### config.mk
export PLATFORM = sky130hd
export DESIGN_NAME = axi_sram_wdata_serializer
export DESIGN_NICKNAME = d
export VERILOG_FILES = /design/src/rtl/axi_sram_pkg.sv /design/src/rtl/axi_sram_chunk_select.sv /design/src/rtl/axi_sram_wdata_serializer.sv
export SDC_FILE = /design/constraint.sdc
export NUM_CORES = 1
export LEC_CHECK = 0
export ABC_AREA = 0
export CORE_MARGIN = 10
export CORE_UTILIZATION = 55
export DETAILED_ROUTE_END_ITERATION = 6
export HOLD_SLACK_MARGIN = 0.06
export PLACE_DENSITY = 0.95
export SETUP_SLACK_MARGIN = 0.3
export SLEW_MARGIN = 5
export SYNTH_ARGS = -nofsm -noshare
export SYNTH_HDL_FRONTEND = slang
export SYNTH_SLANG_ARGS = --single-unit
### constraint.sdc
create_clock -name clk -period 7.85 [get_ports clk]
set_input_delay 1.57 -clock clk [delete_from_list [all_inputs] [get_ports clk]]
set_output_delay 1.57 -clock clk [all_outputs]
set_load 0.01 [all_outputs]
### src/rtl/axi_sram_pkg.sv
// Shared state encoding and beat sizing helpers for the AXI write-data to SRAM serializer.
package axi_sram_pkg;

  typedef enum logic [1:0] {
    IDLE  = 2'd0,
    ISSUE = 2'd1,
    DONE  = 2'd2
  } state_t;

  function automatic logic [31:0] size_to_bytes(input logic [7:0] size);
    return 32'd1 << size;
  endfunction

  // A beat narrower than one SRAM word still occupies a single word write.
  function automatic logic [31:0] chunk_count(input logic [7:0] size, input logic [31:0] bpw);
    logic [31:0] bytes_v;
    bytes_v = size_to_bytes(size);
    if (bytes_v >= bpw) begin
      return bytes_v / bpw;
    end else begin
      return 32'd1;
    end
  endfunction

endpackage

### src/rtl/axi_sram_chunk_select.sv
// Lane mux: picks one SRAM-word slice of the AXI beat and its byte enables,
// with the sub-word mask clearing enables outside the beat's byte range.
module axi_sram_chunk_select
  import axi_sram_pkg::*;
#(
  parameter int AXI_DATA_WIDTH  = 64,
  parameter int SRAM_DATA_WIDTH = 8,
  localparam int BPW    = SRAM_DATA_WIDTH / 8,
  localparam int NWORDS = AXI_DATA_WIDTH / SRAM_DATA_WIDTH,
  localparam int IW     = (NWORDS > 1) ? $clog2(NWORDS) : 1
) (
  input  logic [AXI_DATA_WIDTH-1:0]   data,
  input  logic [AXI_DATA_WIDTH/8-1:0] strb,
  input  logic [IW-1:0]               idx,
  input  logic [BPW-1:0]              mask,
  output logic [SRAM_DATA_WIDTH-1:0]  wdata,
  output logic [BPW-1:0]              be
);

  // Slice selection for the word at index idx
  always_comb begin
    wdata = data[idx*SRAM_DATA_WIDTH +: SRAM_DATA_WIDTH];
    be    = strb[idx*BPW +: BPW] & mask;
  end

endmodule

### src/rtl/axi_sram_wdata_serializer.sv
// Serialises one captured AXI write beat into SRAM-word writes, skipping
// all-zero-strobe words and reporting beat/burst completion and size errors.
module axi_sram_wdata_serializer
  import axi_sram_pkg::*;
#(
  parameter int AXI_DATA_WIDTH  = 64,
  parameter int SRAM_DATA_WIDTH = 8,
  parameter int AXI_ADDR_WIDTH  = 32,
  parameter int SRAM_ADDR_WIDTH = 16,
  parameter int AXI_SIZE_WIDTH  = 3
) (
  input  logic                         clk,
  input  logic                         reset_n,
  input  logic                         s_valid,
  output logic                         s_ready,
  input  logic [AXI_ADDR_WIDTH-1:0]    s_addr,
  input  logic [AXI_SIZE_WIDTH-1:0]    s_size,
  input  logic [AXI_DATA_WIDTH-1:0]    s_data,
  input  logic [AXI_DATA_WIDTH/8-1:0]  s_strb,
  input  logic                         s_last,
  output logic                         sram_we,
  input  logic                         sram_ready,
  output logic [SRAM_ADDR_WIDTH-1:0]   sram_addr,
  output logic [SRAM_DATA_WIDTH-1:0]   sram_wdata,
  output logic [SRAM_DATA_WIDTH/8-1:0] sram_be,
  output logic                         beat_done,
  output logic                         burst_done,
  output logic                         size_err
);

  localparam int LANES    = AXI_DATA_WIDTH / 8;
  localparam int BPW      = SRAM_DATA_WIDTH / 8;
  localparam int NWORDS   = AXI_DATA_WIDTH / SRAM_DATA_WIDTH;
  localparam int MAX_SIZE = $clog2(LANES);
  localparam int BPW_LOG  = $clog2(BPW);
  localparam int IW       = (NWORDS > 1) ? $clog2(NWORDS) : 1;
  localparam int KW       = $clog2(NWORDS) + 1;

  state_t                       state_r, state_nx_s;
  logic [AXI_DATA_WIDTH-1:0]    data_r;
  logic [LANES-1:0]             strb_r;
  logic [SRAM_ADDR_WIDTH-1:0]   base_r;
  logic [IW-1:0]                c0_r;
  logic [KW-1:0]                nchunks_r, k_r, k_nx_s;
  logic [BPW-1:0]               mask_r;
  logic                         last_r;

  logic                         sram_we_r, beat_done_r, burst_done_r, size_err_r, s_ready_r;
  logic [SRAM_ADDR_WIDTH-1:0]   sram_addr_r;
  logic [SRAM_DATA_WIDTH-1:0]   sram_wdata_r;
  logic [BPW-1:0]               sram_be_r;

  logic [31:0]                  beat_bytes_s, lane_off_s;
  logic                         legal_s, load_s, size_bad_s, adv_s;
  logic [AXI_ADDR_WIDTH-1:0]    aligned_s;
  logic [IW-1:0]                c0_s;
  logic [SRAM_ADDR_WIDTH-1:0]   base_s;
  logic [KW-1:0]                nchunks_s;
  logic [BPW-1:0]               mask_s;

  logic [AXI_DATA_WIDTH-1:0]    sel_data_s;
  logic [LANES-1:0]             sel_strb_s;
  logic [IW-1:0]                sel_idx_s;
  logic [BPW-1:0]               sel_mask_s;
  logic [SRAM_ADDR_WIDTH-1:0]   sel_addr_s;
  logic [SRAM_DATA_WIDTH-1:0]   chunk_wdata_s;
  logic [BPW-1:0]               chunk_be_s;
  logic                         issue_nx_s, we_nx_s;

  // Decode of the beat presented on the slave port
  always_comb begin
    beat_bytes_s = size_to_bytes(8'(s_size));
    legal_s      = (32'(s_size) <= 32'(MAX_SIZE));
    aligned_s    = s_addr & ~AXI_ADDR_WIDTH'(beat_bytes_s - 32'd1);
    lane_off_s   = 32'(aligned_s) % 32'(LANES);
    c0_s         = IW'(lane_off_s / 32'(BPW));
    base_s       = SRAM_ADDR_WIDTH'(aligned_s >> BPW_LOG);
    nchunks_s    = KW'(chunk_count(8'(s_size), 32'(BPW)));
    if (beat_bytes_s < 32'(BPW)) begin
      mask_s = BPW'(((32'd1 << beat_bytes_s) - 32'd1) << (32'(aligned_s) % 32'(BPW)));
    end else begin
      mask_s = {BPW{1'b1}};
    end
  end

  // Next-state and chunk counter; an all-zero chunk retires without sram_ready
  always_comb begin
    state_nx_s = state_r;
    k_nx_s     = k_r;
    load_s     = 1'b0;
    size_bad_s = 1'b0;
    adv_s      = 1'b0;
    case (state_r)
      IDLE: begin
        if (s_valid && s_ready_r) begin
          if (legal_s) begin
            load_s     = 1'b1;
            k_nx_s     = {KW{1'b0}};
            state_nx_s = ISSUE;
          end else begin
            size_bad_s = 1'b1;
          end
        end else begin
          state_nx_s = IDLE;
        end
      end
      ISSUE: begin
        adv_s = sram_we_r ? sram_ready : 1'b1;
        if (adv_s) begin
          if (k_r == nchunks_r - KW'(1'b1)) begin
            state_nx_s = DONE;
          end else begin
            k_nx_s = k_r + KW'(1'b1);
          end
        end else begin
          state_nx_s = ISSUE;
        end
      end
      DONE:    state_nx_s = IDLE;
      default: state_nx_s = IDLE;
    endcase
  end

  // Chunk to present next cycle: freshly loaded beat or the registered one
  always_comb begin
    if (load_s) begin
      sel_data_s = s_data;
      sel_strb_s = s_strb;
      sel_idx_s  = c0_s;
      sel_mask_s = mask_s;
      sel_addr_s = base_s;
    end else begin
      sel_data_s = data_r;
      sel_strb_s = strb_r;
      sel_idx_s  = c0_r + IW'(k_nx_s);
      sel_mask_s = mask_r;
      sel_addr_s = base_r + SRAM_ADDR_WIDTH'(k_nx_s);
    end
    issue_nx_s = (state_nx_s == ISSUE);
    we_nx_s    = issue_nx_s && (|chunk_be_s);
  end

  axi_sram_chunk_select #(
    .AXI_DATA_WIDTH  (AXI_DATA_WIDTH),
    .SRAM_DATA_WIDTH (SRAM_DATA_WIDTH)
  ) u_chunk_select (
    .data  (sel_data_s),
    .strb  (sel_strb_s),
    .idx   (sel_idx_s),
    .mask  (sel_mask_s),
    .wdata (chunk_wdata_s),
    .be    (chunk_be_s)
  );

  // FSM state and captured beat
  always_ff @(posedge clk or negedge reset_n) begin
    if (!reset_n) begin
      state_r   <= IDLE;
      k_r       <= {KW{1'b0}};
      data_r    <= {AXI_DATA_WIDTH{1'b0}};
      strb_r    <= {LANES{1'b0}};
      base_r    <= {SRAM_ADDR_WIDTH{1'b0}};
      c0_r      <= {IW{1'b0}};
      nchunks_r <= {KW{1'b0}};
      mask_r    <= {BPW{1'b0}};
      last_r    <= 1'b0;
    end else begin
      state_r <= state_nx_s;
      k_r     <= k_nx_s;
      if (load_s) begin
        data_r    <= s_data;
        strb_r    <= s_strb;
        base_r    <= base_s;
        c0_r      <= c0_s;
        nchunks_r <= nchunks_s;
        mask_r    <= mask_s;
        last_r    <= s_last;
      end
    end
  end

  // Registered outputs, computed from the upcoming state so they line up with sram_we
  always_ff @(posedge clk or negedge reset_n) begin
    if (!reset_n) begin
      sram_we_r    <= 1'b0;
      sram_addr_r  <= {SRAM_ADDR_WIDTH{1'b0}};
      sram_wdata_r <= {SRAM_DATA_WIDTH{1'b0}};
      sram_be_r    <= {BPW{1'b0}};
      beat_done_r  <= 1'b0;
      burst_done_r <= 1'b0;
      size_err_r   <= 1'b0;
      s_ready_r    <= 1'b0;
    end else begin
      sram_we_r    <= we_nx_s;
      sram_addr_r  <= issue_nx_s ? sel_addr_s : {SRAM_ADDR_WIDTH{1'b0}};
      sram_wdata_r <= we_nx_s ? chunk_wdata_s : {SRAM_DATA_WIDTH{1'b0}};
      sram_be_r    <= issue_nx_s ? chunk_be_s : {BPW{1'b0}};
      beat_done_r  <= (state_nx_s == DONE);
      burst_done_r <= (state_nx_s == DONE) && last_r;
      size_err_r   <= size_bad_s;
      s_ready_r    <= (state_nx_s == IDLE);
    end
  end

  assign s_ready    = s_ready_r;
  assign sram_we    = sram_we_r;
  assign sram_addr  = sram_addr_r;
  assign sram_wdata = sram_wdata_r;
  assign sram_be    = sram_be_r;
  assign beat_done  = beat_done_r;
  assign burst_done = burst_done_r;
  assign size_err   = size_err_r;

endmodule

==> results_dict.tcl <==
set metrics [dict create \
    status "finished, final reports clean" \
    final_common_cell "nand2_1" \
    fillerInstances 799 \
    htree_levels 4 \
    startpoint "s_size[2]" \
    insertion_delay_ns 0.42 \
    crit_buf_inv 2 \
    num_vias 5456 \
    viasPerCell 5.83 \
    port_buffers 125 \
    ctsRootBufferMaster "clkbuf_16" \
    hp-class "register to register" \
    fp.coreArea_um2 12000 \
    p_seq_share_pct 28.4 \
    layout_common_cells "nand2_1, dfrtp_1, clkdlybuf4s50_1" \
    power_mw 3.92 \
    dr.pass1.iters 5 \
    min_period_ns 5.04 \
    yosysSeqAreaShare_pct 48.4 \
    critPathKind "input port to register" \
    clk_pin_slew_worst_paths_ns 0.06 \
    intPower_mw 2.32 \
    grt_pass1_wl_um 28100 \
    antenna_found_initial 0 \
    fin_crit_sh_pct 64.2 \
    die-area_um2 16900 \
    slew_viol_final 0 \
    dpl.hpwl_um 11700 \
    cp_slowest_cell "clkdlybuf4s50_1" \
    ys.flop_type "dfrtp_1" \
    worstSetupStartpointType "input port" \
    fin_worst_skew_ns 0.00810 \
    cpPeakStageDelay_ns 0.62 \
    avgSynthCellArea_um2 9.96 \
    ant_nets 0 \
    timing.rr.start "nchunks_r[0]" \
    synth_area_um2 6670 \
    dp_slack_ns 2.41 \
    synth_nets 792 \
    setup_violations 0 \
    initial_core_util_pct 55.8 \
    leakagePower_nw 3.80 \
    max_slew_margin_pct 31.1 \
    drive_above_1_share_pct 12.3 \
    p_sw_mw 1.60 \
    die_h_um 130 \
    synth_edf_count 0 \
    clock_path_buffers 2 \
    synth_cell_types 71 \
    wl_per_cell_um 18.5 \
    grt_pass1_vias 5640 \
    powerDensity_nw_per_um2 465 \
    syn_to_final_growth_pct 26.6 \
    yosys_warnings 0 \
    setup_ws_ns 2.81 \
    setup_tns_ns 0 \
    synth_seq_cells 129 \
    crit_chain "clkdlybuf4s50_1 > nand3b_4 > nor2_4 > buf_4 > nor2_1 > ha_1 > fa_1 > a21o_1 > mux2i_1 > o22ai_4 > a21boi_1" \
    worstMarginPinSlew_ns 1.03 \
    vdd_drop_max_mv 0.327 \
    cp.arrival_ns 5.38 \
    synthCells 670 \
    rows 40 \
    cts_sinks 129 \
    track_usage_pct 20.9 \
    crit_fanout 47 \
    routed_wl_um 17300 \
    final_net_count 898 \
    cts_hold_buffers 0 \
    critPathTopFamily "compound AO/OA/AOI/OAI gates" \
    tritoncts "done" \
    grt_max_degree 78 \
    drc_errors 0 \
    cp.required_ns 8.19 \
    place.gp.congestion 0.842 \
    clock_power_share_pct 19.7 \
    drt_iter0_drc 427 \
    synth-async-reset-ratio_pct 100 \
    postCtsSetupBuffers 0 \
    rsz0062_at_grt "no" \
    die_w_um 130 \
    cts_buffers 17 \
    max_freq_ghz 0.198 \
    cap_violations 0 \
    ios 142 \
    hold_start "data_r[46]" \
    swShare_pct 40.8 \
    cts-resized-gates 0 \
    antenna_cells 0 \
    end_kind "register" \
    grt.overflow.total 0 \
    hold_viol_final 0 \
    p_comb_share_pct 51.9 \
]
[flip-flops by register name, summed over array words and instances (netlist names), 2 cells and up]
register / flops
state_r: 2
sram_wdata: 8
nchunks_r: 4
strb_r: 8
data_r: 64
sram_addr: 16
base_r: 16
k_r: 4
[worst register-to-register path: cells and delay by family, from the launching register on]
| family | cells | cell delay (ns) |
|---|---|---|
| buf+inv | 1 | 0.08 |
| simple gates | 4 | 0.80 |
| compound gates | 3 | 1.23 |
| fa+ha+maj | 3 | 1.05 |
| mux | 1 | 0.25 |
| xor+xnor | 2 | 0.31 |
| flops | 1 | 0.38 |
[through the flow]
| step | utilization [%] | cells | hold slack (ns) | instance area (µm²) |
|---|---|---|---|---|
| after floorplan | - | 670 | 0.435 | 6670 |
| after global placement | 65.7 | 904 | 0.449 | 7860 |
| after detailed placement | 65.7 | 904 | 0.455 | 7860 |
| after CTS | 70.6 | 936 | 0.470 | 8440 |
| after global routing | 70.6 | 936 | 0.495 | 8440 |
| final | 70.6 | 936 | 0.468 | 8440 |
[cells in the mapped netlist, drive strengths merged, types with 9 or more instances]
master,instances,area (µm²)
mux2,33,372
o21ai,22,114
o311ai,14,123
nand2,181,689
buf,35,248
clkbuf,9,43.8
xor2,10,87.6
nand3,9,57.6
inv,14,52.6
mux2i,29,290
nor3,37,185
dfrtp,129,3230
or3,30,198
nor2,13,56.3
ha,9,113
[logic make-up (layout without fill, tap and decap cells)]
| group | Yosys count | after routing | share of synthesized area (%) |
|---|---|---|---|
| simple gates | 299 | 299 | 21.3 |
| flops | 129 | 129 | 48.4 |
| compound gates | 93 | 93 | 10.5 |
| mux | 62 | 62 | 9.92 |
| buf+inv | 59 | 178 | 5.35 |
| xor+xnor | 18 | 18 | 2.57 |
| fa+ha+maj | 10 | 10 | 1.99 |
[path summary, 6_finish.rpt]
path	endpoint	slack [ns]	cells past startpoint
min reg2reg	data_r[46]	0.47	2
min	data_r[46]	0.47	2
max in group asynchronous	sram_addr[12]	5.31	2
min in group asynchronous	data_r[61]	1.25	1
max	sram_wdata[2]	2.81	11
max reg2reg	sram_wdata[2]	3.69	14
[power by group through the flow]
stage / logic, mW / registers, mW / clock network, mW
after global routing: 2.24 / 1.15 / 0.807
after floorplan: 1.61 / 1.09 / 0
after detailed placement: 2.00 / 1.12 / 0
after CTS: 2.03 / 1.11 / 0.782
final: 2.04 / 1.11 / 0.773
after global placement: 1.94 / 1.10 / 0
[layout make-up]
class | count | area [µm²] | share of cell area, %
clock buffers | 17 | 425 | 5.04
clock inverters | 15 | 161 | 1.91
inverters | 14 | 52.6 | 0.622
multi-input cells | 482 | 3090 | 36.6
flip-flops and latches | 129 | 3230 | 38.2
well taps | 147 | 184 | 2.18
repair buffers | 132 | 1300 | 15.4
[metal layers]
metal | GRT usage, % | share of wire, % | routed length [µm] | vias to the layer above
met5 | 0 | 0 | 0 | -
met4 | 8.33 | 2.2 | 388 | 0
met3 | 5.80 | 7.3 | 1270 | 32
met2 | 35.1 | 50 | 8650 | 211
met1 | 24.8 | 41 | 7040 | 2647
li1 | - | - | - | 2566
No activity file was read; power rests on OpenSTA's default activity.
